### config.mk
export PLATFORM = sky130hd
export DESIGN_NAME = particle_stream_feeder_flat
export DESIGN_NICKNAME = d
export VERILOG_FILES = /design/src/rtl/particle_stream_feeder_if.sv /design/src/rtl/particle_stream_feeder.sv /design/src/flat_wrapper.sv
export SDC_FILE = /design/constraint.sdc
export NUM_CORES = 1
export LEC_CHECK = 0
export BUFFER_PORTS_ARGS = -buffer_cell sky130_fd_sc_hd__buf_2
export CAP_MARGIN = 0
export CORE_UTILIZATION = 53
export CTS_CLUSTER_DIAMETER = 50
export DETAILED_ROUTE_END_ITERATION = 7
export GPL_TIMING_DRIVEN = 0
export PLACE_DENSITY_LB_ADDON = 0.05
export SYNTH_ARGS = -nofsm -noshare
export SYNTH_HDL_FRONTEND = slang
export SYNTH_SLANG_ARGS = --single-unit
export TNS_END_PERCENT = 100
### constraint.sdc
create_clock -name clk -period 2.6 [get_ports clk]
set_input_delay 0.26 -clock clk [delete_from_list [all_inputs] [get_ports clk]]
set_output_delay 0.26 -clock clk [all_outputs]
set_load 0.01 [all_outputs]
### src/rtl/particle_stream_feeder_if.sv
// Bus bundle between the particle stream feeder, its particle RAM and the electrostatics top.
// The feeder takes the master side; the RAM/top (or a bench) takes the slave side.
interface particle_stream_feeder_if #(
    parameter int ADDR_WIDTH = 11,
    parameter int DATA_WIDTH = 128
);
    logic                  go;
    logic                  phase1_done;
    logic                  mem_rd_en;
    logic [ADDR_WIDTH-1:0] mem_rd_addr;
    logic [DATA_WIDTH-1:0] mem_rd_data;
    logic [1:0]            start_sig;
    logic [DATA_WIDTH-1:0] user_buffer_data;
    logic                  user_data_available;
    logic                  busy;
    logic                  done;

    modport master (
        input  go, phase1_done, mem_rd_data,
        output mem_rd_en, mem_rd_addr, start_sig, user_buffer_data,
               user_data_available, busy, done
    );

    modport slave (
        output go, phase1_done, mem_rd_data,
        input  mem_rd_en, mem_rd_addr, start_sig, user_buffer_data,
               user_data_available, busy, done
    );
endinterface

### src/rtl/particle_stream_feeder.sv
// Two-pass particle streamer: reads records from the particle RAM one word ahead and presents
// each for WORD_INTERVAL cycles, pausing between passes until the top reports phase-1 completion.
module particle_stream_feeder #(
    parameter int NUM_PARTICLES = 2048,
    parameter int ADDR_WIDTH    = 11,
    parameter int DATA_WIDTH    = 128,
    parameter int WORD_INTERVAL = 4,
    parameter int LEAD_CYCLES   = 5
) (
    input  logic                      clk,
    input  logic                      rst,
    particle_stream_feeder_if.master  io_feed
);
    localparam int WW     = ADDR_WIDTH + 1;
    localparam int CNT_MAX = (LEAD_CYCLES > WORD_INTERVAL) ? LEAD_CYCLES : WORD_INTERVAL;
    localparam int CW     = $clog2(CNT_MAX + 1);

    localparam logic [WW-1:0] NUM_W     = WW'(NUM_PARTICLES);
    localparam logic [WW-1:0] LAST_WORD = WW'(NUM_PARTICLES - 1);
    localparam logic [CW-1:0] LEAD_LAST = CW'(LEAD_CYCLES - 1);
    localparam logic [CW-1:0] WORD_LAST = CW'(WORD_INTERVAL - 1);

    typedef enum logic [2:0] {
        S_IDLE,
        S_ARM,
        S_STREAM,
        S_WAIT,
        S_FIN
    } state_t;

    state_t                r_state,    w_state;
    logic                  r_pass2,    w_pass2;
    logic                  r_flag,     w_flag;
    logic [CW-1:0]         r_cnt,      w_cnt;
    logic [WW-1:0]         r_word,     w_word;
    logic                  r_rd_en,    w_rd_en;
    logic [ADDR_WIDTH-1:0] r_rd_addr,  w_rd_addr;
    logic                  r_cap,      w_cap;
    logic [DATA_WIDTH-1:0] r_prefetch, w_prefetch;
    logic [DATA_WIDTH-1:0] r_data,     w_data;
    logic                  r_uda,      w_uda;
    logic [1:0]            r_start,    w_start;
    logic                  r_done,     w_done;

    logic [DATA_WIDTH-1:0] w_fetch;
    logic [WW-1:0]         w_word_inc;
    logic [WW-1:0]         w_word_inc2;

    always_ff @(posedge clk or negedge rst) begin
        if (!rst) begin
            r_state    <= S_IDLE;
            r_pass2    <= 1'b0;
            r_flag     <= 1'b0;
            r_cnt      <= '0;
            r_word     <= '0;
            r_rd_en    <= 1'b0;
            r_rd_addr  <= '0;
            r_cap      <= 1'b0;
            r_prefetch <= '0;
            r_data     <= '0;
            r_uda      <= 1'b0;
            r_start    <= 2'd0;
            r_done     <= 1'b0;
        end else begin
            r_state    <= w_state;
            r_pass2    <= w_pass2;
            r_flag     <= w_flag;
            r_cnt      <= w_cnt;
            r_word     <= w_word;
            r_rd_en    <= w_rd_en;
            r_rd_addr  <= w_rd_addr;
            r_cap      <= w_cap;
            r_prefetch <= w_prefetch;
            r_data     <= w_data;
            r_uda      <= w_uda;
            r_start    <= w_start;
            r_done     <= w_done;
        end
    end

    // Read data arriving this cycle bypasses the prefetch register, so the shortest lead and
    // word intervals still present the freshly read record.
    always_comb begin
        w_fetch     = r_cap ? io_feed.mem_rd_data : r_prefetch;
        w_word_inc  = r_word + WW'(1);
        w_word_inc2 = r_word + WW'(2);

        w_state    = r_state;
        w_pass2    = r_pass2;
        w_flag     = r_flag;
        w_cnt      = r_cnt;
        w_word     = r_word;
        w_rd_en    = 1'b0;
        w_rd_addr  = r_rd_addr;
        w_cap      = r_rd_en;
        w_prefetch = w_fetch;
        w_data     = r_data;
        w_uda      = r_uda;
        w_start    = r_start;
        w_done     = 1'b0;

        case (r_state)
            S_IDLE: begin
                if (io_feed.go) begin
                    w_state   = S_ARM;
                    w_pass2   = 1'b0;
                    w_flag    = 1'b0;
                    w_start   = 2'd1;
                    w_rd_en   = 1'b1;
                    w_rd_addr = '0;
                    w_cnt     = '0;
                end
            end
            S_ARM: begin
                if (!r_pass2 && io_feed.phase1_done) w_flag = 1'b1;
                if (r_cnt == LEAD_LAST) begin
                    w_state = S_STREAM;
                    w_cnt   = '0;
                    w_word  = '0;
                    w_data  = w_fetch;
                    w_uda   = 1'b1;
                    if (NUM_PARTICLES > 1) begin
                        w_rd_en   = 1'b1;
                        w_rd_addr = ADDR_WIDTH'(1);
                    end
                end else begin
                    w_cnt = r_cnt + CW'(1);
                end
            end
            S_STREAM: begin
                if (!r_pass2 && io_feed.phase1_done) w_flag = 1'b1;
                if (r_cnt == WORD_LAST) begin
                    w_cnt = '0;
                    if (r_word == LAST_WORD) begin
                        w_uda = 1'b0;
                        if (r_pass2) begin
                            w_state = S_FIN;
                            w_done  = 1'b1;
                            w_start = 2'd0;
                        end else begin
                            w_state = S_WAIT;
                        end
                    end else begin
                        w_word = w_word_inc;
                        w_data = w_fetch;
                        if (w_word_inc2 < NUM_W) begin
                            w_rd_en   = 1'b1;
                            w_rd_addr = w_word_inc2[ADDR_WIDTH-1:0];
                        end
                    end
                end else begin
                    w_cnt = r_cnt + CW'(1);
                end
            end
            S_WAIT: begin
                if (r_flag || io_feed.phase1_done) begin
                    w_state   = S_ARM;
                    w_pass2   = 1'b1;
                    w_flag    = 1'b0;
                    w_start   = 2'd2;
                    w_rd_en   = 1'b1;
                    w_rd_addr = '0;
                    w_cnt     = '0;
                end
            end
            S_FIN: begin
                w_state = S_IDLE;
            end
            default: begin
                w_state = S_IDLE;
            end
        endcase
    end

    assign io_feed.mem_rd_en           = r_rd_en;
    assign io_feed.mem_rd_addr         = r_rd_addr;
    assign io_feed.start_sig           = r_start;
    assign io_feed.user_buffer_data    = r_data;
    assign io_feed.user_data_available = r_uda;
    assign io_feed.busy                = (r_state != S_IDLE);
    assign io_feed.done                = r_done;
endmodule

### src/flat_wrapper.sv
// flat-port wrapper written by rule: the top's interface ports become plain ports
module particle_stream_feeder_flat 
#(
    parameter int NUM_PARTICLES = 2048,
    parameter int ADDR_WIDTH    = 11,
    parameter int DATA_WIDTH    = 128,
    parameter int WORD_INTERVAL = 4,
    parameter int LEAD_CYCLES   = 5
)
  (clk, rst, io_feed_go, io_feed_phase1_done, io_feed_mem_rd_data, io_feed_mem_rd_en, io_feed_mem_rd_addr, io_feed_start_sig, io_feed_user_buffer_data, io_feed_user_data_available, io_feed_busy, io_feed_done);
  particle_stream_feeder_if #(.ADDR_WIDTH(ADDR_WIDTH), .DATA_WIDTH(DATA_WIDTH)) io_feed_i ();
  input  logic clk;
  input  logic rst;
  input wire logic [$bits(io_feed_i.go)-1:0] io_feed_go;
  input wire logic [$bits(io_feed_i.phase1_done)-1:0] io_feed_phase1_done;
  input wire logic [$bits(io_feed_i.mem_rd_data)-1:0] io_feed_mem_rd_data;
  output wire logic [$bits(io_feed_i.mem_rd_en)-1:0] io_feed_mem_rd_en;
  output wire logic [$bits(io_feed_i.mem_rd_addr)-1:0] io_feed_mem_rd_addr;
  output wire logic [$bits(io_feed_i.start_sig)-1:0] io_feed_start_sig;
  output wire logic [$bits(io_feed_i.user_buffer_data)-1:0] io_feed_user_buffer_data;
  output wire logic [$bits(io_feed_i.user_data_available)-1:0] io_feed_user_data_available;
  output wire logic [$bits(io_feed_i.busy)-1:0] io_feed_busy;
  output wire logic [$bits(io_feed_i.done)-1:0] io_feed_done;
  assign io_feed_i.go = io_feed_go;
  assign io_feed_i.phase1_done = io_feed_phase1_done;
  assign io_feed_i.mem_rd_data = io_feed_mem_rd_data;
  assign io_feed_mem_rd_en = io_feed_i.mem_rd_en;
  assign io_feed_mem_rd_addr = io_feed_i.mem_rd_addr;
  assign io_feed_start_sig = io_feed_i.start_sig;
  assign io_feed_user_buffer_data = io_feed_i.user_buffer_data;
  assign io_feed_user_data_available = io_feed_i.user_data_available;
  assign io_feed_busy = io_feed_i.busy;
  assign io_feed_done = io_feed_i.done;
  particle_stream_feeder #(.NUM_PARTICLES(NUM_PARTICLES), .ADDR_WIDTH(ADDR_WIDTH), .DATA_WIDTH(DATA_WIDTH), .WORD_INTERVAL(WORD_INTERVAL), .LEAD_CYCLES(LEAD_CYCLES)) u_core (.clk(clk), .rst(rst), .io_feed(io_feed_i));
endmodule
==> impl_metrics.env <==
export IMPL_outcome="finished clean"
export IMPL_synth_area_top_cells="dfrtp_1 64%, nand2_1 13%, mux2_2 13%, buf_2 0.96%, buf_6 0.78%"
export IMPL_tritoncts="built"
export IMPL_post_dp_hpwl_mm=18.2
export IMPL_cts_htree_levels=2
export IMPL_placedInstanceArea_um2=13300
export IMPL_antenna_violating_nets_post_route=0
export IMPL_io_buffers=276
export IMPL_num_io_pins=277
export IMPL_synth_seq_area_share=0.636
export IMPL_grt_remaining_overflow=0
export IMPL_max_slew_margin=0.455
export IMPL_dieHeight_um=149
export IMPL_dp_worst_setup_slack_ps=-152
export IMPL_drc=0
export IMPL_critical_path_max_fanout=10
export IMPL_p_leak_nw=7.58
export IMPL_yosysWarningCount=0
export IMPL_drt_wl_total_mm=27.1
export IMPL_holdWs_ps=12.9
export IMPL_grt_pass1_wl_mm=42.9
export IMPL_floorplan_rows=53
export IMPL_cts_root_buf="clkbuf_16"
export IMPL_setup_viol=0
export IMPL_yosysUniqueCellTypes=46
export IMPL_final_min_period_over_clock_period=0.937
export IMPL_worst_pin_slew_ps=817
export IMPL_finalNonFillerCells=1664
export IMPL_yosysTopAreaCellShare=0.636
export IMPL_synth_enable_flop_cells=0
export IMPL_synth_area_leader_cell="dfrtp_1"
export IMPL_fin_total_pwr_mw=18.9
export IMPL_tritoncts_num_sinks=293
export IMPL_postLayoutSetupSlackWorst_ps=163
export IMPL_report_final_hold_viol_count=0
export IMPL_hold_path_class="in -> reg"
export IMPL_cts_root_to_sink_buffers=3
export IMPL_cts_made_buffers=34
export IMPL_final_setup_tns_ps=0
export IMPL_layout_stage_area_growth_over_the_synthesis_result_pct=29.2
export IMPL_core_area_um2=21200
export IMPL_worstSkewPairLatency_ps=500
export IMPL_post_route_cells_drive_above_1_share=0.367
export IMPL_clock_fmax_mhz=410
export IMPL_detailroute_via_count=8330
export IMPL_power_density_nw_per_um2=1270
export IMPL_layout_nets=1498
export IMPL_slew_violations=0
export IMPL_avgViaCountPerCell=5.01
export IMPL_async_flop_share=1.00
export IMPL_postSynthRegisterBits=293
export IMPL_max_stage_delay_ps=470
export IMPL_slowest_stage="dfrtp_1"
export IMPL_design_area_um2=14900
export IMPL_fin_crit_ps=2440
export IMPL_crit_chain="ha_1, nand3_2, o31ai_4, nor2_2, a211oi_2, buf_6, mux2_1"
export IMPL_post_drt_wl_per_cell_um=16.3
export IMPL_setup_crit_start_kind="register"
export IMPL_layout_core_utilization=0.704
export IMPL_place_inst=1563
export IMPL_groute_usage_overall=0.247
export IMPL_rsz0062_at_grt="no"
export IMPL_worst_path_clk_slew_ps=60
export IMPL_irDropWorstVdd_v=0.000750
export IMPL_netlist_area_um2=11500
export IMPL_grt_max_degree=123
export IMPL_worst_setup_path_type="reg -> reg"
export IMPL_worst_endpoint_arrival_ps=2810
export IMPL_cp_data_required_time_ps=2970
export IMPL_yosys_most_used_dff="dfrtp_1"
export IMPL_fillCellCount=1601
export IMPL_postSynthAreaPerCell_um2=11.4
export IMPL_max_cap_violations=0
export IMPL_first_global_vias=8294
export IMPL_die_w_um=149
export IMPL_synthesis_instances=1010
export IMPL_syn_nets=1148
export IMPL_cp_endpoint_kind="register"
export IMPL_floorplan_initialDensity=0.545
export IMPL_drt_first_pass_iters=4
export IMPL_drt_first_iter_violations=321
export IMPL_grt_antenna_before_repair=3
export IMPL_routabilityCongestion=0.804
export IMPL_floorplan_die_area_um2=22300
export IMPL_finalClockSkew_ps=14.8
state kept, by name, summed over array words and instances (netlist names):
signal                              count
u_core.io_feed.done                     1
u_core.io_feed.mem_rd_addr             11
u_core.io_feed.mem_rd_en                1
u_core.io_feed.start_sig                2
u_core.io_feed.user_buffer_data       128
u_core.io_feed.user_data_available      1
u_core.r_cap                            1
u_core.r_cnt                            3
u_core.r_flag                           1
u_core.r_pass2                          1
u_core.r_prefetch                     128
u_core.r_state                          3
u_core.r_word                          12
layout by cell type (no fill, tap or decap), types with 2 or more instances in the layout:
cell type,n
buf_16,2
buf_6,8
xor2_1,3
o21ai_0,8
a21oi_1,11
clkbuf_1,22
nand4b_1,3
mux2_1,8
nor3_1,6
nor2_1,22
xnor2_1,10
dfrtp_1,293
clkinvlp_4,3
nand3_1,3
o22ai_1,2
a31oi_1,2
and3_1,3
nor2_2,2
mux2_2,131
nand2_1,398
buf_2,297
clkinv_2,4
diode_2,5
or3_1,6
a32o_1,2
inv_1,11
nand2b_1,2
clkbuf_16,35
a22o_1,2
nor4_1,3
dlygate4sd3_1,35
a21o_1,2
ha_1,6
bufinv_16,4
clkbuf_8,8
a211oi_1,2
buf_4,2
cell usage after synthesis, types with 2 or more instances:
cell type and count:
nor4_1 3, nand3_1 3, dfrtp_1 293, mux2_2 131
buf_6 8, clkbuf_1 21, a31oi_1 2, and3_1 3
nor2_1 23, ha_1 6, o22ai_1 2, xnor2_1 10
nand4b_1 3, xor2_1 3, buf_2 22, nand2b_1 2
o21ai_0 8, a22o_1 2, a21o_1 2, mux2_1 8
or3_1 6, nand2_1 398, a211oi_1 2, nor3_1 6
inv_1 11, a32o_1 2, a21oi_1 11
kinds of logic after synthesis:
family,synth area share
AND/OR/NAND/NOR,0.156
flip-flops,0.636
multiplexers,0.137
buffers and inverters,0.0281
AO/OA/AOI/OAI,0.0265
XOR/XNOR,0.00988
adder cells (fa/ha/maj),0.00651
area by class of cell:
cell class	count	area [um2]	share of cell area
repair buffers	315	1810	0.122
flip-flops and latches	293	7330	0.493
inverters	12	45.0	0.00303
diodes	5	12.5	0.000841
clock inverters	14	191	0.0129
plain buffers	50	279	0.0187
multi-input cells	654	3870	0.260
clock buffers	46	997	0.0670
well taps	275	344	0.0231
report_power, final:
part	switching, mW	total [mW]	leakage (nW)	internal [mW]
registers	0.809	7.49	3.57	6.68
clock network	1.84	4.93	0.580	3.10
logic	3.60	6.44	3.43	2.84
per-layer routing:
metal	global-route usage	wire length [um]	vias to the layer above
li1	-	-	4004
met1	0.322	11300	4059
met2	0.412	13500	227
met3	0.0558	1810	40
met4	0.0770	554	0
met5	0	0	-
path summary, 6_finish.rpt:
check | end | startpoint | cells after the start | slack [ps]
setup / recovery | u_core.io_feed.mem_rd_addr[6]$_DFFE_PN0P_ | u_core.r_word[0]$_DFFE_PN0P_ | 7 | 160
hold / removal | u_core.r_prefetch[75]$_DFF_PN0_ | io_feed_mem_rd_data[75] | 2 | 10
setup reg to reg | u_core.io_feed.mem_rd_addr[6]$_DFFE_PN0P_ | u_core.r_word[0]$_DFFE_PN0P_ | 7 | 160
hold reg to reg | u_core.r_cap$_DFF_PN0_ | u_core.io_feed.mem_rd_en$_DFF_PN0_ | 0 | 380
max in group asynchronous | u_core.r_pass2$_DFFE_PN0P_ | rst | 4 | 860
min in group asynchronous | u_core.r_prefetch[91]$_DFF_PN0_ | rst | 2 | 300
critical path, delay by kind of cell, from the launching register on:
family,cells,cell delay [ps]
DFF,1,470
and+or+nand+nor,2,310
AOI/OAI and AO/OA,2,740
buffers and inverters,1,220
adders and majority gates,1,230
muxes,1,330
timing repair:
| action | 4_1_cts | 5_1_grt |
|---|---|---|
| pin swaps | 0 | 1 |
| buffers inserted | 0 | 2 |
| endpoints found under the setup margin | 100 | 118 |
| gates resized for setup | 1 | 3 |
| endpoints found under the hold margin | 105 | 0 |
| hold buffers | 35 | 0 |
(Power assumes the default switching activity.)
